===== config.mk =====
export PLATFORM = sky130hd
export DESIGN_NAME = rx_fsm
export DESIGN_NICKNAME = d
export VERILOG_FILES = /design/src/rtl/usb_line_pkg.sv /design/src/rtl/nrzi_decoder.sv /design/src/rtl/rx_fsm.sv
export SDC_FILE = /design/constraint.sdc
export NUM_CORES = 1
export LEC_CHECK = 0
export BUFFER_PORTS_ARGS = -buffer_cell sky130_fd_sc_hd__buf_2
export CORE_ASPECT_RATIO = 1.5
export CORE_MARGIN = 4
export CORE_UTILIZATION = 50
export CTS_CLUSTER_DIAMETER = 40
export DETAILED_ROUTE_END_ITERATION = 10
export PLACE_DENSITY = 0.68
export SKIP_CTS_REPAIR_TIMING = 1
export SLEW_MARGIN = 20
export SYNTH_ARGS = -nofsm -noshare
export SYNTH_HDL_FRONTEND = slang
export SYNTH_SLANG_ARGS = --single-unit

===== constraint.sdc =====
create_clock -name clk_480mhz -period 2.3 [get_ports clk_480mhz]
set_input_delay 0.115 -clock clk_480mhz [delete_from_list [all_inputs] [get_ports clk_480mhz]]
set_output_delay 0.115 -clock clk_480mhz [all_outputs]
set_load 0.02 [all_outputs]

===== src/rtl/usb_line_pkg.sv =====
// Shared line-state, receiver-state and default-constant definitions for the USB RX path.
// Pure types and constants: no latency, no flow control.
package usb_line_pkg;

    localparam logic [1:0] LINE_J = 2'b10;   // {dpr, dmr}
    localparam logic [1:0] LINE_K = 2'b01;

    typedef enum logic [1:0] {
        LS_SE0 = 2'b00,
        LS_K   = LINE_K,
        LS_J   = LINE_J,
        LS_SE1 = 2'b11
    } line_state_t;

    typedef enum logic [2:0] {
        IDLE,
        SYNC,
        DATA,
        EOP,
        ABORT
    } rx_state_t;

    localparam int W_DEF              = 8;
    localparam int STUFF_LEN_DEF      = 6;
    localparam int SYNC_MIN_ZEROS_DEF = 3;
    localparam int IDLE_J_CNT_DEF     = 8;

    function automatic logic is_jk(input line_state_t ls);
        return (ls == LS_J) || (ls == LS_K);
    endfunction

endpackage


===== src/rtl/nrzi_decoder.sv =====
// Line classification and NRZI decode; outputs are combinational from the current sample.
// Previous-level register updates on J/K samples only; no backpressure.
module nrzi_decoder
    import usb_line_pkg::*;
(
    input  logic        clk,
    input  logic        rst,
    input  logic        dpr,
    input  logic        dmr,
    input  logic        restore_j,
    output line_state_t line_state,
    output logic        dec_bit
);

    logic prev_j_q;
    logic prev_j_d;

    // dec_bit is only meaningful when line_state is J or K.
    always_comb begin
        line_state = line_state_t'({dpr, dmr});
        dec_bit    = (({dpr, dmr} == LINE_J) == prev_j_q);
        prev_j_d   = prev_j_q;
        if (restore_j) begin
            prev_j_d = 1'b1;
        end else if (is_jk(line_state)) begin
            prev_j_d = (line_state == LS_J);
        end
    end

    always_ff @(posedge clk) begin
        if (rst) begin
            prev_j_q <= 1'b1;
        end else begin
            prev_j_q <= prev_j_d;
        end
    end

endmodule


===== src/rtl/rx_fsm.sv =====
// USB RX: SYNC hunt, unstuffing, deserialisation and EOP/abort handling, one line sample per clock.
// Outputs registered on the sampling edge (1-cycle latency); no backpressure, rx_valid is a strobe.
module rx_fsm
    import usb_line_pkg::*;
#(
    parameter int w              = W_DEF,
    parameter int STUFF_LEN      = STUFF_LEN_DEF,
    parameter int SYNC_MIN_ZEROS = SYNC_MIN_ZEROS_DEF,
    parameter int IDLE_J_CNT     = IDLE_J_CNT_DEF
) (
    input  logic         clk_480mhz,
    input  logic         rst,
    input  logic         dpr,
    input  logic         dmr,
    output logic [w-1:0] rx_data,
    output logic         rx_valid,
    output logic         rx_active,
    output logic         rx_error
);

    localparam int BCW = $clog2(w);
    localparam int OCW = $clog2(STUFF_LEN + 1);
    localparam int JCW = $clog2(IDLE_J_CNT + 1);

    localparam logic [BCW-1:0] LAST_BIT = BCW'(w - 1);
    localparam logic [OCW-1:0] STUFF_AT = OCW'(STUFF_LEN);
    localparam logic [JCW-1:0] J_LAST   = JCW'(IDLE_J_CNT - 1);
    localparam logic [3:0]     ZMIN     = 4'(SYNC_MIN_ZEROS);

    line_state_t line_state;
    logic        dec_bit;
    logic        restore_j;

    rx_state_t      state_q,     state_d;
    logic [3:0]     zeros_q,     zeros_d;
    logic [OCW-1:0] ones_q,      ones_d;
    logic [BCW-1:0] bit_cnt_q,   bit_cnt_d;
    logic [w-1:0]   shreg_q,     shreg_d;
    logic [JCW-1:0] j_cnt_q,     j_cnt_d;
    logic           se0_seen_q,  se0_seen_d;
    logic [w-1:0]   rx_data_q,   rx_data_d;
    logic           rx_valid_q,  rx_valid_d;
    logic           rx_active_q, rx_active_d;
    logic           rx_error_q,  rx_error_d;
    logic [w-1:0]   byte_v;

    nrzi_decoder u_nrzi (
        .clk        (clk_480mhz),
        .rst        (rst),
        .dpr        (dpr),
        .dmr        (dmr),
        .restore_j  (restore_j),
        .line_state (line_state),
        .dec_bit    (dec_bit)
    );

    always_comb begin
        state_d     = state_q;
        zeros_d     = zeros_q;
        ones_d      = ones_q;
        bit_cnt_d   = bit_cnt_q;
        shreg_d     = shreg_q;
        j_cnt_d     = j_cnt_q;
        se0_seen_d  = se0_seen_q;
        rx_data_d   = rx_data_q;
        rx_valid_d  = 1'b0;
        rx_active_d = rx_active_q;
        rx_error_d  = 1'b0;
        restore_j   = 1'b0;
        byte_v          = shreg_q;
        byte_v[bit_cnt_q] = dec_bit;

        case (state_q)
            IDLE: begin
                if (line_state == LS_K) begin
                    state_d = SYNC;
                    zeros_d = 4'd1;
                end
            end
            SYNC: begin
                if (!is_jk(line_state)) begin
                    state_d = IDLE;
                end else if (!dec_bit) begin
                    if (zeros_q != 4'hF) zeros_d = zeros_q + 4'd1;
                end else if (zeros_q >= ZMIN) begin
                    state_d     = DATA;
                    rx_active_d = 1'b1;
                    ones_d      = '0;
                    bit_cnt_d   = '0;
                    shreg_d     = '0;
                end else begin
                    state_d = IDLE;
                end
            end
            DATA: begin
                case (line_state)
                    LS_SE0: begin
                        state_d    = EOP;
                        rx_error_d = (bit_cnt_q != '0);
                        bit_cnt_d  = '0;
                    end
                    LS_SE1: begin
                        state_d    = ABORT;
                        rx_error_d = 1'b1;
                        j_cnt_d    = '0;
                        se0_seen_d = 1'b0;
                    end
                    default: begin
                        if (ones_q == STUFF_AT) begin
                            // A stuffed bit must be 0 and is dropped without shifting.
                            if (dec_bit) begin
                                state_d    = ABORT;
                                rx_error_d = 1'b1;
                                j_cnt_d    = '0;
                                se0_seen_d = 1'b0;
                            end else begin
                                ones_d = '0;
                            end
                        end else begin
                            ones_d  = dec_bit ? ones_q + 1'b1 : '0;
                            shreg_d = byte_v;
                            if (bit_cnt_q == LAST_BIT) begin
                                rx_data_d  = byte_v;
                                rx_valid_d = 1'b1;
                                bit_cnt_d  = '0;
                            end else begin
                                bit_cnt_d = bit_cnt_q + 1'b1;
                            end
                        end
                    end
                endcase
            end
            EOP: begin
                if (line_state == LS_J) begin
                    state_d     = IDLE;
                    rx_active_d = 1'b0;
                    restore_j   = 1'b1;
                end else if (line_state != LS_SE0) begin
                    state_d    = ABORT;
                    rx_error_d = 1'b1;
                    j_cnt_d    = '0;
                    se0_seen_d = 1'b0;
                end
            end
            ABORT: begin
                case (line_state)
                    LS_SE0: begin
                        se0_seen_d = 1'b1;
                        j_cnt_d    = '0;
                    end
                    LS_J: begin
                        if (se0_seen_q || (j_cnt_q == J_LAST)) begin
                            state_d     = IDLE;
                            rx_active_d = 1'b0;
                            j_cnt_d     = '0;
                            se0_seen_d  = 1'b0;
                        end else begin
                            j_cnt_d = j_cnt_q + 1'b1;
                        end
                    end
                    default: begin
                        j_cnt_d    = '0;
                        se0_seen_d = 1'b0;
                    end
                endcase
            end
            default: begin
                state_d = IDLE;
            end
        endcase
    end

    always_ff @(posedge clk_480mhz) begin
        if (rst) begin
            state_q     <= IDLE;
            zeros_q     <= '0;
            ones_q      <= '0;
            bit_cnt_q   <= '0;
            shreg_q     <= '0;
            j_cnt_q     <= '0;
            se0_seen_q  <= 1'b0;
            rx_data_q   <= '0;
            rx_valid_q  <= 1'b0;
            rx_active_q <= 1'b0;
            rx_error_q  <= 1'b0;
        end else begin
            state_q     <= state_d;
            zeros_q     <= zeros_d;
            ones_q      <= ones_d;
            bit_cnt_q   <= bit_cnt_d;
            shreg_q     <= shreg_d;
            j_cnt_q     <= j_cnt_d;
            se0_seen_q  <= se0_seen_d;
            rx_data_q   <= rx_data_d;
            rx_valid_q  <= rx_valid_d;
            rx_active_q <= rx_active_d;
            rx_error_q  <= rx_error_d;
        end
    end

    assign rx_data   = rx_data_q;
    assign rx_valid  = rx_valid_q;
    assign rx_active = rx_active_q;
    assign rx_error  = rx_error_q;

endmodule

==> results of run 1 <==
stage by stage:
stage	cell area (um2)	instances	utilization, %	hold WS, ns	setup slack [ns]
global route	2500	318	57.9	0.422	0.229
CTS	2500	318	57.9	0.379	0.421
finish	2500	318	57.9	0.378	0.412
global placement	2360	310	54.6	0.464	0.483
floorplan	2280	264	-	0.446	0.670
detailed placement	2360	310	54.6	0.465	0.441
final cells by class:
type	count	area [um2]	area share (%)
clock buffers	6	82.6	3.30
inverters	8	30.0	1.20
multi-input cells	198	1390	55.7
repair buffers	20	115	4.61
flip-flops and latches	38	761	30.4
clock inverters	2	60.1	2.40
well taps	46	57.6	2.30
worst max-delay path by stage:
stage               slack (ns)                         to                     from  cells after the start
CTS                       0.42     ones_q[0]$_SDFFE_PP0P_  state_q[0]$_SDFFE_PP0P_                      4
detailed placement        0.44     ones_q[2]$_SDFFE_PP0P_  state_q[0]$_SDFFE_PP0P_                      4
global route              0.23     ones_q[2]$_SDFFE_PP0P_  state_q[0]$_SDFFE_PP0P_                      4
floorplan                 0.67    shreg_q[7]$_SDFFE_PP0P_  zeros_q[0]$_SDFFE_PP0P_                      5
finish                    0.41     ones_q[0]$_SDFFE_PP0P_  state_q[1]$_SDFFE_PP0P_                      4
global placement          0.48  bit_cnt_q[0]$_SDFFE_PP0P_                      dpr                      7
synthesized netlist by cell type (3+ instances only):
cell      number
a311oi_1       3
nor4_1         3
o211ai_1       9
a211oi_1       9
inv_1          8
nand3b_1       4
nor2_1        22
nand3_1       12
nand2_1        9
ha_1          13
or3b_2         3
nand2b_1       5
a21oi_1       26
nor3_1         3
nor2b_1       12
o21ai_0       13
clkbuf_1       8
dfxtp_1       38
buf_2         10
o41ai_1        7
sequential cells by signal, indices dropped and copies added, names as in the netlist, 3 cells and up:
name / count
bit_cnt_q: 3
j_cnt_q: 4
ones_q: 3
rx_data: 8
shreg_q: 8
state_q: 3
zeros_q: 4
logic make-up (layout without fill, tap and decap cells):
| family | after synthesis | in the layout |
|---|---|---|
| xor+xnor | 3 | 3 |
| flops | 38 | 38 |
| fa+ha+maj | 13 | 13 |
| buf+inv | 28 | 36 |
| mux | 3 | 3 |
| compound gates | 85 | 85 |
| simple gates | 94 | 94 |
power groups by stage:
| stage | combinational (mW) | sequential (mW) | clock [mW] |
|---|---|---|---|
| 3_3_place_gp | 0.123 | 0.694 | 0 |
| 2_1_floorplan | 0.104 | 0.685 | 0 |
| 4_1_cts | 0.125 | 0.680 | 0.717 |
| 6_report | 0.125 | 0.680 | 0.704 |
| 3_5_place_dp | 0.123 | 0.695 | 0 |
| 5_1_grt | 0.140 | 0.682 | 0.736 |
per-layer routing:
layer / track usage [%] / vias to the layer above / part of all wire (%)
met1: 21.2 / 928 / 42
met3: 3.11 / 9 / 2.3
met4: 7.55 / 0 / 2.1
li1: - / 1003 / -
met2: 35.2 / 30 / 53
met5: 0 / - / 0
worst reg2reg max path, delay by kind of cell (launching register included):
| kind | cells | cell delay (ns) |
|---|---|---|
| compound gates | 3 | 0.81 |
| flops | 1 | 0.57 |
| simple gates | 1 | 0.43 |
cell usage in the layout (no fill, tap or decap), drive strengths merged, types with 9 or more instances in the layout:
master / n
o211ai: 9
nand3: 13
nor2b: 12
o21ai: 13
buf: 20
nor2: 22
nand2: 9
a21oi: 26
a211oi: 9
ha: 13
dfxtp: 38
==> impl_metrics.tcl, run 1 <==
set metrics [dict create \
    final.fill_count 415 \
    grt_max_degree 43 \
    row_count 29 \
    path_cells "nor3b_2 > o211ai_1 > a211o_1 > a21oi_1" \
    grt_ovf 0 \
    portBuffers 14 \
    vias_in_the_first_global_route 1914 \
    area_share_of_xor_xnor_cells_in_the_synthesized_design_pct 1.81 \
    mappedNetlistArea_um2 2280 \
    clock_tree.root_cell "clkbuf_8" \
    leakage_nw 0.918 \
    synthesized_area_fraction_occupied_by_ao_oa_aoi_and_oai_cells_pct 26.0 \
    clock.fmax_ghz 0.530 \
    layout-drive-gt1-share_pct 15.4 \
    required_ns 2.51 \
    grt_antenna_before_repair 0 \
    synth.largest_area_cell "dfxtp_1" \
    synth_cells 264 \
    count_of_pins_over_their_slew_limit 0 \
    ys_seq_area_share_pct 33.3 \
    totalNegativeSetupSlack_ns 0 \
    cts_num_sinks 38 \
    holdPathEnd "state_q[1]$_SDFFE_PP0P_" \
    synthMuxAreaShare_pct 1.37 \
    min-delay-start "dmr" \
    worst_path_max_delay_cell "dfxtp_1" \
    tightest_slew_ns 0.768 \
    finalCritPeriodShare_pct 82.1 \
    die_w_um 63.2 \
    main_combinational_cell_family_by_area_after_synthesis "compound AO/OA/AOI/OAI gates" \
    post-route-min-period_ns 1.89 \
    critPathMaxFanout 13 \
    tritoncts_clock_tree "done" \
    comb_power_share_pct 8.3 \
    drt-initial-drc-count 127 \
    setup.worst_path.start_class "flip-flop" \
    synth_nets 281 \
    yosysWarningCount 0 \
    top_cell_type_s_share_of_synthesized_area_pct 33.3 \
    htreeDepth 2 \
    regToRegSetupSlack_ns 0.41 \
    crit_buf_inv 0 \
    routed_wire_length_per_instance_um 16.1 \
    crit_path_end_kind "flip-flop" \
    drc 0 \
    switching_fraction_pct 22.4 \
    design.portCount 15 \
    post_synth_fa_ha_maj_area_fraction_pct 7.13 \
    r2r_end "ones_q[0]$_SDFFE_PP0P_" \
    wirelength_um 5120 \
    remaining_antenna_violation_count_after_routing 0 \
    rsz0062_at_grt "no" \
    hold_path_depth 5 \
    power.share.sequential_pct 45.1 \
    synth.lib_cells_used.distinct 59 \
    clock_path_buffers 2 \
    synthesis.area_per_instance_um2 8.64 \
    setup_viol_count_final 0 \
    synth-edff-count 0 \
    outcome "completed" \
    maxCapViolations 0 \
    total_vias_in_the_final_route 1970 \
    p_per_area_nw_per_um2 604 \
    reg2reg_from "state_q[1]$_SDFFE_PP0P_" \
    timing.slew.headroom_pct 48.8 \
    die_area_um2 5730 \
    power.ir.vdd_worst_uv 397 \
    start_util_pct 52.9 \
    power_report.internal_total_mw 1.17 \
    ys_async_rst_share_pct 0 \
    area.growth.synth_to_final_pct 9.48 \
    final_nets 288 \
    p_total_mw 1.51 \
    cts_inserted_buffers 5 \
    chipHeight_um 90.7 \
    report.final.hold_viol_count 0 \
    dpl.hpwl_um 3620 \
    global_routing_usage_summed_across_all_routing_layers_pct 19.1 \
    n_antenna_cell 0 \
    drt_pass1_iterations 4 \
    post_synth_main_area_contributors "dfxtp_1 33%, ha_1 7.1%, a21oi_1 5.7%, nor2_1 3.6%, nor2b_1 3.3%" \
    max_stage_delay_ns 0.57 \
    critical_path_start_end_classification "reg2reg" \
    place.gp.congestion 0.815 \
    fin_worst_skew_ns 0.00770 \
    number_of_register_bits_inferred_by_synthesis 38 \
    holdCritPathClass "in2reg" \
    worstSkewPairLatency_ns 0.29 \
    synth-simple-area-share_pct 24.7 \
    cpLargestDelayFamily "compound AO/OA/AOI/OAI gates" \
    clkTransAtPathRegs_ns 0.08 \
    worst_ep_arrival_time_ns 2.10 \
    yosys_most_used_dff "dfxtp_1" \
    first_pass_grt_wire_length_um 8890 \
    clockPowerShare_pct 46.7 \
    rr_worst_depth 4 \
    design.core.area_um2 4320 \
    power.net_switching_mw 0.339 \
    post_drt_via_cell_ratio 6.19 \
]
Note: power is estimated with default switching activity, not from simulation.
==> run 2: changes to the inputs <==
==> constraint.sdc (replaced) <==
create_clock -name clk_480mhz -period 1.9 [get_ports clk_480mhz]
set_input_delay 0.095 -clock clk_480mhz [delete_from_list [all_inputs] [get_ports clk_480mhz]]
set_output_delay 0.095 -clock clk_480mhz [all_outputs]
set_load 0.02 [all_outputs]
==> impl_metrics.tcl, run 2 (synthesized netlist as in run 1, its figures left out) <==
set metrics [dict create \
    first_pass_grt_wire_length_um 9230 \
    routed_wire_length_per_instance_um 15.8 \
    min-delay-start "dmr" \
    outcome "completed" \
    critPathMaxFanout 7 \
    finalCritPeriodShare_pct 89.7 \
    mostFrequentLayoutCell "dfxtp_1" \
    crit_buf_inv 0 \
    design.core.area_um2 4320 \
    required_ns 2.04 \
    layout-drive-gt1-share_pct 19.7 \
    rr_worst_depth 5 \
    die_area_um2 5730 \
    htreeDepth 2 \
    worst_ep_arrival_time_ns 1.85 \
    max_stage_delay_ns 0.40 \
    tritoncts_clock_tree "done" \
    cpLargestDelayFamily "simple AND/OR/NAND/NOR gates" \
    holdPathEnd "state_q[1]$_SDFFE_PP0P_" \
    place.gp.congestion 0.825 \
    mostFrequentLayoutCells "34 x dfxtp_1, 26 x a21oi_1, 22 x nor2_1" \
    vias_in_the_first_global_route 1990 \
    worst_path_max_delay_cell "or3_1" \
    hold_path_depth 5 \
    reg2reg_from "zeros_q[0]$_SDFFE_PP0P_" \
    timing.slew.headroom_pct 44.3 \
    portBuffers 14 \
    drt_pass1_iterations 4 \
    leakage_nw 0.943 \
    post-route-min-period_ns 1.70 \
    global_routing_usage_summed_across_all_routing_layers_pct 19.8 \
    dpl.hpwl_um 3750 \
    row_count 29 \
    die_w_um 63.2 \
    holdCritPathClass "in2reg" \
    p_per_area_nw_per_um2 611 \
    final_nets 297 \
    placed_cells_incl_taps 319 \
    clkTransAtPathRegs_ns 0.08 \
    chipHeight_um 90.7 \
    n_antenna_cell 0 \
    clock_tree.root_cell "clkbuf_8" \
    r2r_end "shreg_q[1]$_SDFFE_PP0P_" \
    grt_ovf 0 \
    design.portCount 15 \
    total_vias_in_the_final_route 2005 \
    rsz0062_at_grt "no" \
    worstSkewPairLatency_ns 0.29 \
    critical_path_start_end_classification "reg2reg" \
    wirelength_um 5140 \
    area.growth.synth_to_final_pct 10.8 \
    setup_viol_count_final 0 \
    clock.fmax_ghz 0.587 \
    maxCapViolations 0 \
    clock_path_buffers 2 \
    drc 0 \
    start_util_pct 52.9 \
    setup.worst_path.start_class "flip-flop" \
    post_drt_via_cell_ratio 6.17 \
    grt_antenna_before_repair 0 \
    final.fill_count 396 \
    drt-initial-drc-count 132 \
    regToRegSetupSlack_ns 0.20 \
    power.ir.vdd_worst_uv 433 \
    post_layout_nonfiller_instances 325 \
    cts_num_sinks 38 \
    report.final.hold_viol_count 0 \
    grt_max_degree 47 \
    totalNegativeSetupSlack_ns 0 \
    crit_path_end_kind "flip-flop" \
    count_of_pins_over_their_slew_limit 0 \
    tightest_slew_ns 0.835 \
    place_worst_setup_slack_ns 0.0944 \
    cts_inserted_buffers 5 \
    postLayoutSetupSlackWorst_ns 0.196 \
    fin_worst_skew_ns 0.00855 \
    remaining_antenna_violation_count_after_routing 0 \
    path_cells "ha_1 > or3_1 > a32o_1 > nand2_2 > o41ai_1" \
]
[run 2: cell types whose count changed in the layout (fill, tap and decap cells not counted), sizes merged]
cell    delta
buf        +9
bufinv     -2
[run 2: worst max path at each step]
stage                       startpoint                      end  slack [ns]  cells past startpoint
2_1_floorplan  zeros_q[0]$_SDFFE_PP0P_  shreg_q[7]$_SDFFE_PP0P_        0.27                      5
3_3_place_gp                       dmr  shreg_q[1]$_SDFFE_PP0P_        0.13                      7
3_5_place_dp                       dmr  shreg_q[1]$_SDFFE_PP0P_        0.09                      7
4_1_cts        zeros_q[0]$_SDFFE_PP0P_  shreg_q[1]$_SDFFE_PP0P_        0.12                      5
5_1_grt         ones_q[0]$_SDFFE_PP0P_   ones_q[2]$_SDFFE_PP0P_        0.02                      6
6_report       zeros_q[0]$_SDFFE_PP0P_  shreg_q[1]$_SDFFE_PP0P_        0.20                      5
[run 2: per-stage QoR]
stage,instance area (um2),hold WS (ns),power (mW),utilization [%]
global placement,2440,0.459,1.00,56.4
floorplan,2280,0.434,0.956,-
finish,2530,0.362,1.55,58.6
CTS,2520,0.366,1.55,58.3
detailed placement,2440,0.473,1.01,56.4
global route,2530,0.423,1.61,58.6
[run 2: layout make-up]
| class | count | area (um2) | share of cell area [%] |
|---|---|---|---|
| clock buffers | 6 | 82.6 | 3.27 |
| inverters | 8 | 30.0 | 1.19 |
| multi-input cells | 198 | 1400 | 55.3 |
| flip-flops and latches | 38 | 766 | 30.3 |
| well taps | 46 | 57.6 | 2.28 |
| repair buffers | 29 | 195 | 7.72 |
[run 2: worst reg2reg max path: cells and delay by family (launching register included)]
family,cells,cell delay [ns]
flip-flops,1,0.35
AO/OA/AOI/OAI,2,0.41
adder cells (fa/ha/maj),1,0.24
AND/OR/NAND/NOR,2,0.55
[run 2: power breakdown]
group / total [mW] / switching [mW] / internal (mW)
clock network: 0.556 / 0.276 / 0.280
logic: 0.169 / 0.105 / 0.0635
registers: 0.821 / 0.0167 / 0.804
[run 2: routing by layer]
| metal | track usage [%] | vias to the layer above | wire length [um] |
|---|---|---|---|
| li1 | - | 1019 | - |
| met1 | 21.9 | 944 | 2170 |
| met2 | 36.1 | 33 | 2720 |
| met3 | 3.99 | 9 | 157 |
| met4 | 7.73 | 0 | 84 |
| met5 | 0 | - | 0 |
==> run 3: changes to the inputs <==
--- a/config.mk
+++ b/config.mk
@@ -5,6 +5,7 @@
 export SDC_FILE = /design/constraint.sdc
 export NUM_CORES = 1
 export LEC_CHECK = 0
+export ABC_AREA = 1
 export BUFFER_PORTS_ARGS = -buffer_cell sky130_fd_sc_hd__buf_2
 export CORE_ASPECT_RATIO = 1.5
 export CORE_MARGIN = 4
==> impl_metrics.tcl, run 3 <==
set metrics [dict create \
    setup.worst_path.start_class "flip-flop" \
    wirelength_um 5720 \
    ys_seq_area_share_pct 32.4 \
    drt-initial-drc-count 136 \
    crit_path_end_kind "flip-flop" \
    clkTransAtPathRegs_ns 0.07 \
    area.growth.synth_to_final_pct 10.4 \
    final_util_pct 57.1 \
    tritoncts_clock_tree "done" \
    timing.slew.headroom_pct 77.3 \
    critical_path_start_end_classification "reg2reg" \
    design.core.area_um2 4540 \
    yosysWarningCount 0 \
    drc 0 \
    portBuffers 14 \
    max_stage_delay_ns 0.35 \
    mostFrequentLayoutCells "99 x nand2_1, 78 x nor2_1, 38 x dfxtp_1" \
    top_cell_type_s_share_of_synthesized_area_pct 32.4 \
    worstSkewPairLatency_ns 0.29 \
    synthesis.area_per_instance_um2 6.27 \
    mostFrequentLayoutCell "nand2_1" \
    postLayoutSetupSlackWorst_ns 0.163 \
    place_worst_setup_slack_ns 0.133 \
    chipHeight_um 92.0 \
    finalCritPeriodShare_pct 91.4 \
    fin_worst_skew_ns 0.0136 \
    leakage_nw 1.25 \
    grt_antenna_before_repair 0 \
    first_pass_grt_wire_length_um 9850 \
    placed_cells_incl_taps 453 \
    grt_max_degree 30 \
    synth_nets 392 \
    routed_wire_length_per_instance_um 12.4 \
    mappedNetlistArea_um2 2350 \
    maxCapViolations 0 \
    clock.fmax_ghz 0.576 \
    placed_area_um2 2520 \
    post-route-min-period_ns 1.74 \
    synth_commonest_cells "99 x nand2_1, 78 x nor2_1, 38 x dfxtp_1, 37 x inv_1, 33 x nand3_1" \
    die_w_um 64.0 \
    layout-drive-gt1-share_pct 8.84 \
    synth_cells 375 \
    start_util_pct 51.7 \
    synth.most_common_cell "nand2_1" \
    drt_pass1_iterations 7 \
    htreeDepth 2 \
    count_of_pins_over_their_slew_limit 0 \
    dpl.hpwl_um 4410 \
    yosys_most_used_dff "dfxtp_1" \
    grt_ovf 0 \
    timing.hold.ws_ns 0.126 \
    clock_tree.root_cell "clkbuf_8" \
    worst_ep_arrival_time_ns 1.92 \
    ys_async_rst_share_pct 0 \
    p_total_mw 2.99 \
    synth.lib_cells_used.distinct 30 \
    design.portCount 15 \
    global_routing_usage_summed_across_all_routing_layers_pct 20.8 \
    finish.instance_area_um2 2590 \
    tightest_slew_ns 0.337 \
    rsz0062_at_grt "no" \
    worst_path_max_delay_cell "dfxtp_1" \
    totalNegativeSetupSlack_ns 0 \
    final_nets 413 \
    vias_in_the_first_global_route 2316 \
    total_vias_in_the_final_route 2383 \
    post_layout_nonfiller_instances 460 \
    holdCritPathClass "in2reg" \
    required_ns 2.08 \
    final.fill_count 463 \
    setup_viol_count_final 0 \
    report.final.hold_viol_count 0 \
    synth.largest_area_cell "dfxtp_1" \
    row_count 30 \
    synth-edff-count 0 \
    path_cells "inv_1 > ha_1 > nand2_1 > nand2_1 > nor3_1 > buf_4 > inv_1 > nor2_1 > nor2_1" \
    remaining_antenna_violation_count_after_routing 0 \
    post_drt_via_cell_ratio 5.18 \
    place.gp.congestion 0.983 \
    number_of_register_bits_inferred_by_synthesis 38 \
    die_area_um2 5880 \
    outcome "completed" \
    post_synth_main_area_contributors "dfxtp_1 32%, nand2_1 16%, nor2_1 12%, nand3_1 7.0%, ha_1 6.9%" \
    cts_inserted_buffers 5 \
    p_per_area_nw_per_um2 1150 \
    n_antenna_cell 0 \
    power.ir.vdd_worst_uv 866 \
    clock_path_buffers 2 \
    cts_num_sinks 38 \
    critPathMaxFanout 11 \
]
run 3: cell count changes in the layout (fill, tap and decap cells not counted), sizes merged, moves of 6 or more:
cell,previous run,this run
a21oi,26,20
o21ai,13,25
o211ai,9,0
nor2b,12,0
a211oi,9,0
nor2,22,80
inv,8,39
nand3,13,33
nand2,9,100
buf,29,21
o41ai,7,0
run 3: kinds of logic (layout without fill, tap and decap cells):
group | after synthesis | in the layout | synth area share, %
and+or+nand+nor | 224 | 224 | 39.4
AOI/OAI and AO/OA | 52 | 52 | 12.8
buffers and inverters | 46 | 67 | 7.77
DFF | 38 | 38 | 32.4
adders and majority gates | 13 | 13 | 6.92
xor gates and xnor gates | 2 | 2 | 0.746
run 3: final timing paths:
check	cells past startpoint	end	slack, ns	startpoint
max	9	rx_data[5]$_SDFFE_PP0P_	0.16	ones_q[0]$_SDFFE_PP0P_
min reg2reg	2	rx_active$_SDFFE_PP0P_	0.47	rx_active$_SDFFE_PP0P_
max reg2reg	9	rx_data[5]$_SDFFE_PP0P_	0.16	ones_q[0]$_SDFFE_PP0P_
min	2	j_cnt_q[0]$_SDFFE_PP0P_	0.13	rst
run 3: per-layer routing:
| metal | vias up | share of wire [%] | track usage (%) |
|---|---|---|---|
| met3 | 26 | 3.7 | 3.80 |
| met5 | - | 0 | 0 |
| met1 | 1064 | 39 | 21.5 |
| li1 | 1238 | - | - |
| met4 | 0 | 4.9 | 12.8 |
| met2 | 55 | 52 | 37.8 |
run 3: worst max-delay path: cells and delay by family, from the launching register on:
kind | cells | cell delay [ns]
buf+inv | 3 | 0.38
fa+ha+maj | 1 | 0.19
flops | 1 | 0.35
simple gates | 5 | 0.71
run 3: power by group:
part | switching (mW) | total [mW] | internal [mW]
clock network | 0.281 | 0.527 | 0.246
logic | 0.913 | 1.39 | 0.473
registers | 0.136 | 1.08 | 0.940
run 3: cell type report:
cell class / instances / area, um2 / share of cell area [%]
Sequential cell: 38 / 761 / 29.3
Inverter: 39 / 146 / 5.64
Tap cell: 64 / 80.1 / 3.09
Clock buffer: 5 / 68.8 / 2.65
Clock inverter: 2 / 10.0 / 0.386
Timing Repair Buffer: 21 / 123 / 4.73
Multi-Input combinational cell: 291 / 1410 / 54.2
